==> config.mk <==
export PLATFORM = sky130hd
export DESIGN_NAME = mem_arbiter
export DESIGN_NICKNAME = d
export VERILOG_FILES = /design/src/rtl/mem_arbiter.sv
export SDC_FILE = /design/constraint.sdc
export NUM_CORES = 1
export LEC_CHECK = 0
export CORE_AREA = 2 2 119 121
export DETAILED_ROUTE_END_ITERATION = 12
export DIE_AREA = 0 0 121 123
export PLACE_DENSITY = 0.83
export REMOVE_ABC_BUFFERS = 1
export SLEW_MARGIN = 10
export SYNTH_ARGS = -nofsm -noshare
export SYNTH_HDL_FRONTEND = slang
export SYNTH_SLANG_ARGS = --single-unit
==> constraint.sdc <==
create_clock -name clk -period 2.87 [get_ports clk]
set_input_delay 0.287 -clock clk [delete_from_list [all_inputs] [get_ports clk]]
set_output_delay 0.287 -clock clk [all_outputs]
set_load 0.005 [all_outputs]
==> src/rtl/mem_arbiter.sv <==
// Two-requester round-robin arbiter in front of a single-port synchronous RAM.
// One access is in flight at a time; each access takes IDLE -> ACCESS -> RESP.
module mem_arbiter #(
    parameter int unsigned ADDR_W = 32,
    parameter int unsigned DATA_W = 32
) (
    input  logic                clk,
    input  logic                reset,

    input  logic                m0_req,
    input  logic                m0_we,
    input  logic [ADDR_W-1:0]   m0_addr,
    input  logic [DATA_W-1:0]   m0_wdata,
    input  logic [DATA_W/8-1:0] m0_be,
    output logic                m0_ready,
    output logic [DATA_W-1:0]   m0_rdata,

    input  logic                m1_req,
    input  logic                m1_we,
    input  logic [ADDR_W-1:0]   m1_addr,
    input  logic [DATA_W-1:0]   m1_wdata,
    input  logic [DATA_W/8-1:0] m1_be,
    output logic                m1_ready,
    output logic [DATA_W-1:0]   m1_rdata,

    output logic                ram_en,
    output logic                ram_we,
    output logic [ADDR_W-1:0]   ram_addr,
    output logic [DATA_W-1:0]   ram_wdata,
    output logic [DATA_W/8-1:0] ram_be,
    input  logic [DATA_W-1:0]   ram_rdata
);

    typedef enum logic [1:0] {StIdle, StAccess, StResp} state_e;

    state_e                state_q, state_d;
    logic                  owner_q;
    logic                  last_owner_q;
    logic                  we_q;
    logic [ADDR_W-1:0]     addr_q;
    logic [DATA_W-1:0]     wdata_q;
    logic [DATA_W/8-1:0]   be_q;

    logic                  grant_any;
    logic                  grant_sel;

    // On contention the requester that did not own the previous access wins.
    always_comb begin
        grant_any = m0_req | m1_req;
        if (m0_req && m1_req) begin
            grant_sel = ~last_owner_q;
        end else begin
            grant_sel = m1_req;
        end
    end

    always_ff @(posedge clk or posedge reset) begin
        if (reset) begin
            state_q <= StIdle;
        end else begin
            state_q <= state_d;
        end
    end

    always_comb begin
        state_d = state_q;
        unique case (state_q)
            StIdle:   if (grant_any) state_d = StAccess;
            StAccess: state_d = StResp;
            StResp:   state_d = StIdle;
            default:  state_d = StIdle;
        endcase
    end

    always_ff @(posedge clk or posedge reset) begin
        if (reset) begin
            owner_q      <= 1'b0;
            last_owner_q <= 1'b1;
            we_q         <= 1'b0;
            addr_q       <= '0;
            wdata_q      <= '0;
            be_q         <= '0;
        end else begin
            if (state_q == StIdle && grant_any) begin
                owner_q <= grant_sel;
                we_q    <= grant_sel ? m1_we    : m0_we;
                addr_q  <= grant_sel ? m1_addr  : m0_addr;
                wdata_q <= grant_sel ? m1_wdata : m0_wdata;
                be_q    <= grant_sel ? m1_be    : m0_be;
            end
            if (state_q == StResp) begin
                last_owner_q <= owner_q;
            end
        end
    end

    assign ram_addr  = addr_q;
    assign ram_wdata = wdata_q;
    assign ram_be    = be_q;

    always_comb begin
        ram_en   = 1'b0;
        ram_we   = 1'b0;
        m0_ready = 1'b0;
        m1_ready = 1'b0;
        m0_rdata = '0;
        m1_rdata = '0;
        unique case (state_q)
            StAccess: begin
                ram_en = 1'b1;
                ram_we = we_q;
            end
            StResp: begin
                // RAM read data arrives this cycle; writes return zero.
                if (owner_q) begin
                    m1_ready = 1'b1;
                    m1_rdata = we_q ? '0 : ram_rdata;
                end else begin
                    m0_ready = 1'b1;
                    m0_rdata = we_q ? '0 : ram_rdata;
                end
            end
            default: ;
        endcase
    end

endmodule

-- Word-level counts from Yosys, hierarchy flattened
Cells that the tools add are included.
- eq/ne operators: 3
- mux-type cells: 18
- bitwise logic cells: 2
- reduce and logical (&&, ||, !) cells: 3
- operators by type and width (operator ; number):
    $mux W32 ; 7
    $mux W1 ; 8
    $mux W4 ; 1
    $pmux W2 S2 ; 1
    $eq A2 B1 Y1 const B ; 1
    $eq A2 B2 Y1 const B ; 1
    $logic_and A1 B1 Y1 ; 2
    $logic_not A2 Y1 ; 1
    $mux W2 ; 1
    $ne A2 B2 Y1 const B ; 1
    $not A1 Y1 ; 1
    $or A1 B1 Y1 ; 1
- bits in registers: 73
- bits of input ports: 174
- output and inout bits: 136
- word-level logic and storage cells: 33

-- Longest topological paths before layout
- depth in word-level cells: 3
- gate-level depth with buffers: 5
- depth with buffers taken out: 3

-- Worst setup path after synthesis
OpenSTA, ideal clock, no wires.
- path kind: register to register
- from: register last_owner_q
- to: register wdata_q[2] (netlist: ram_wdata[2])
- library setup time: 0.125 ns
- arrival time: 1.472 ns
- data required time: 2.745 ns
- setup slack: 1.273 ns
- stages on the path, launching flop included: 6
- buffers on the path: 2
- clock period less this slack: 1.597 ns
- cell sequence: dfstp_2 a21bo_1 buf_6 buf_12 mux2_4 mux2_4
- longest elaborated chain between the ends: 3
- ends and longest elaborated chain (what ; line ; text):
    start, declared ; 38 ; logic last_owner_q;
    start signal, assigned ; 92 ; last_owner_q <= owner_q;
    $not A1 Y1 ; 51 ; grant_sel = ~last_owner_q;
    $mux W1 ; 50 ; if (m0_req && m1_req) begin
    $mux W32 ; 88 ; wdata_q <= grant_sel ? m1_wdata : m0_wdata;
    end signal, assigned ; 88 ;
    end, declared ; 41 ; logic [DATA_W-1:0] wdata_q;
No other way between the ends.
A chain may end at the register's enable or synchronous reset.

-- Worst setup path in the final report
- from: register state_q[1]
- to: output m1_rdata[7]
- longest elaborated chain between the ends: 2
- ends and longest elaborated chain (what ; line ; text):
    start, declared ; 36 ; state_e state_q, state_d;
    start signal, assigned ; 59 ; state_q <= StIdle;
    start signal, assigned ; 61 ; state_q <= state_d;
    $eq A2 B2 Y1 ; 108 ; unique case (state_q)
    $mux W32 ; 108 ;
    end, declared ; 24 ; output logic [DATA_W-1:0] m1_rdata,
No other way between the ends.

==> insert_results.sql <==
INSERT INTO impl_metrics (metric_group, metric, value, unit) VALUES
('outcome', 'status', 'complete, no violations', ''),
('detailed_routing', 'totalWireLength', '13700', 'um'),
('cts', 'clk_path_buf_depth', '2', ''),
('detailed_routing', 'remaining_drc_errors', '0', ''),
('logic_synthesis', 'synthDominantAreaCellType', 'sky130_fd_sc_hd__mux2_4', ''),
('timing', 'worst_slew_margin_rel', '30.2', '%'),
('global_routing', 'grt_first_pass_wirelength', '20900', 'um'),
('logic_synthesis', 'synth_compound_area_share', '0.507', '%'),
('placement', 'dp_hpwl', '11200', 'um'),
('placement', 'placed_cells', '823', ''),
('logic_synthesis', 'yosysWarnings', '0', ''),
('job', 'maxCapViolations', '0', ''),
('cts', 'cts_tree', 'built', ''),
('cts', 'cts_max_level', '3', ''),
('logic_synthesis', 'most_used_standard_cells_in_the_synthesized_netlist', 'sky130_fd_sc_hd__mux2_4, sky130_fd_sc_hd__dfrtp_1, sky130_fd_sc_hd__nor2_1', ''),
('final_layout', 'combined_area_of_the_multi_input_logic_cells', '2600', 'um^2'),
('timing', 'hold_viol_final', '0', ''),
('logic_synthesis', 'synth_top_cells_by_area', 'sky130_fd_sc_hd__mux2_4, sky130_fd_sc_hd__dfrtp_1, sky130_fd_sc_hd__nor2_1, sky130_fd_sc_hd__nand2b_1, sky130_fd_sc_hd__buf_12', ''),
('placement', 'portBuffers', '309', ''),
('logic_synthesis', 'largest_family_of_logic_cells_by_synthesized_area', 'multiplexers', ''),
('die', 'placementRows', '43', ''),
('detailed_routing', 'detail_route.wl_per_cell', '16.3', 'um'),
('timing', 'max_freq', '0.371', 'GHz'),
('global_routing', 'globalRouteTotalUtil', '18.0', '%'),
('critical_path', 'crit-reg2reg-launch', 'state_q[0]', ''),
('die', 'dieHeight', '123', 'um'),
('detailed_routing', 'detailedRoute.firstIterationViolations', '65', ''),
('placement', 'place_area', '7920', 'um^2'),
('timing', 'post_route_skew', '6.88', 'ps'),
('critical_path', 'arrival', '2400', 'ps'),
('timing', 'transition_time_at_the_pin_with_the_least_slew_margin', '1050', 'ps'),
('critical_path', 'crit_path_end_kind', 'output pin', ''),
('final_layout', 'final_net_count', '828', ''),
('critical_path', 'worst-r2r-cell-count', '3', ''),
('final_layout', 'final_cell_area', '8260', 'um^2'),
('worst_hold_path', 'min-delay-path-class', 'input port to asynchronous set/reset pin', ''),
('critical_path', 'worstSetupPathType', 'register to output pin', ''),
('final_layout', 'fillers', '1063', ''),
('die', 'floorplan.die.width', '121', 'um'),
('cts', 'ctsRootBufferMaster', 'sky130_fd_sc_hd__clkbuf_16', ''),
('logic_synthesis', 'synth_area_in_simple_gates', '10.6', '%'),
('global_routing', 'overflow', '0', ''),
('detailed_routing', 'via_count', '3813', ''),
('pwr', 'power.ir.vdd_worst', '0.000506', 'V'),
('critical_path', 'worst_setup_path_start_kind', 'register', ''),
('final_layout', 'fraction_of_layout_cells_with_a_size_suffix_above_1', '25.6', '%'),
('cts', 'post_cts.repair.setup_buffers', '0', ''),
('final_layout', 'finish.cell_count_without_fillers', '839', ''),
('global_routing', 'grt_pass1_vias', '4062', ''),
('global_routing', 'grt_max_degree', '40', ''),
('critical_path', 'r2r_setup_slack', '970', 'ps'),
('logic_synthesis', 'synthesis.instances', '349', ''),
('logic_synthesis', 'async_reset_ff_share', '100', '%'),
('pwr', 'p_leak', '3.61', 'nW'),
('timing', 'fin_crit_sh', '93.8', '%'),
('placement', 'globalplace.congestion', '0.774', ''),
('timing', 'setup_violations', '0', ''),
('logic_synthesis', 'postSynthAreaPerCell', '13.4', 'um^2'),
('final_layout', 'layout.core_utilization', '60.7', '%'),
('timing', 'setup_repair_after_global_routing_missed_its_margin', 'false', ''),
('critical_path', 'worstPathRequired', '2580', 'ps'),
('detailed_routing', 'antenna_violating_nets_post_route', '0', ''),
('logic_synthesis', 'synth_seq_cells', '73', ''),
('logic_synthesis', 'synth.area.mux_share', '44.2', '%'),
('die', 'core-area', '13600', 'um^2'),
('logic_synthesis', 'synth_adder_area_share', '0', '%'),
('cts', 'tritoncts.num_buffers', '9', ''),
('logic_synthesis', 'edff_count_synth', '0', ''),
('detailed_routing', 'number_of_optimization_iterations_in_the_first_detailed_route_pass', '4', ''),
('critical_path', 'worst_r2r_endpoint', 'ram_wdata[26]', ''),
('cts', 'register_clock_pin_slew_on_the_reported_worst_setup_and_hold_paths', '60', 'ps');
[cells by family (layout without fill, tap and decap cells)]
family          after synthesis  after routing
mux                         138            138
flops                        73             73
compound gates                3              3
simple gates                104            104
buf+inv                      31            341
[critical path, cell delays in order, from the launching register on]
cell	delay (ps)
sky130_fd_sc_hd__dfrtp_1	470
sky130_fd_sc_hd__inv_2	60
sky130_fd_sc_hd__or3_1	730
sky130_fd_sc_hd__nor2_1	280
sky130_fd_sc_hd__clkdlybuf4s50_1	540
[power breakdown]
group          internal (mW)  switching [mW]
Sequential              1.57           0.384
Clock                  0.854           0.424
Combinational           2.61            1.21
Total                   5.03            2.02
[area by class of cell]
cell class,instances,share of cell area [%]
timing repair buffer,320,39.3
clock buffer,10,2.77
inverter,5,0.242
clock inverter,6,1.36
multi-input combinational,245,31.4
tap,180,2.73
sequential,73,22.1
[routing by layer]
layer / wire length (um) / vias up / global-route usage, %
li1: - / 1785 / -
met1: 4670 / 1816 / 18.3
met2: 7490 / 196 / 34.7
met3: 1360 / 16 / 6.50
met4: 176 / 0 / 4.94
met5: 0 / - / 0
[per-stage QoR]
| stage | power (mW) | hold WS, ps | setup WS, ps | setup TNS, ps |
|---|---|---|---|---|
| 3_3_place_gp | 5.71 | 483 | 568 | 0 |
| 4_1_cts | 7.15 | 251 | 149 | 0 |
| 6_report | 7.05 | 246 | 178 | 0 |
| 5_1_grt | 7.44 | 298 | 23.1 | 0 |
| 2_1_floorplan | 3.91 | 458 | -781 | -51630 |
| 3_5_place_dp | 5.82 | 492 | 503 | 0 |
[registers in the layout (all words and copies together), names as in the netlist]
signal / cells
last_owner_q: 1
owner_q: 1
ram_addr: 32
state_q: 2
ram_be: 4
ram_wdata: 32
we_q: 1
[cell usage in the layout, fill, tap and decap left out, types with 3 or more instances in the layout]
| cell type | Yosys | final |
|---|---|---|
| sky130_fd_sc_hd__buf_12 | 7 | 6 |
| sky130_fd_sc_hd__buf_4 | 7 | 5 |
| sky130_fd_sc_hd__bufinv_16 | 0 | 3 |
| sky130_fd_sc_hd__clkbuf_16 | 0 | 9 |
| sky130_fd_sc_hd__clkdlybuf4s50_1 | 0 | 309 |
| sky130_fd_sc_hd__dfrtp_1 | 72 | 72 |
| sky130_fd_sc_hd__inv_1 | 4 | 3 |
| sky130_fd_sc_hd__mux2_4 | 138 | 138 |
| sky130_fd_sc_hd__nand2b_1 | 32 | 32 |
| sky130_fd_sc_hd__nor2_1 | 65 | 65 |
[worst max-delay path by stage]
| stage | startpoint | endpoint | slack [ps] | depth (start not counted) |
|---|---|---|---|---|
| final | state_q[1] | m1_rdata[7] | 180 | 4 |
| after global routing | state_q[1] | m1_rdata[7] | 20 | 4 |
| after CTS | state_q[1] | m1_rdata[7] | 150 | 4 |
| after detailed placement | state_q[1] | m1_rdata[7] | 500 | 4 |
| after global placement | state_q[1] | m1_rdata[7] | 570 | 4 |
| after floorplan | state_q[0] | owner_q | -780 | 2 |
Power figures use the tool's default switching activity.
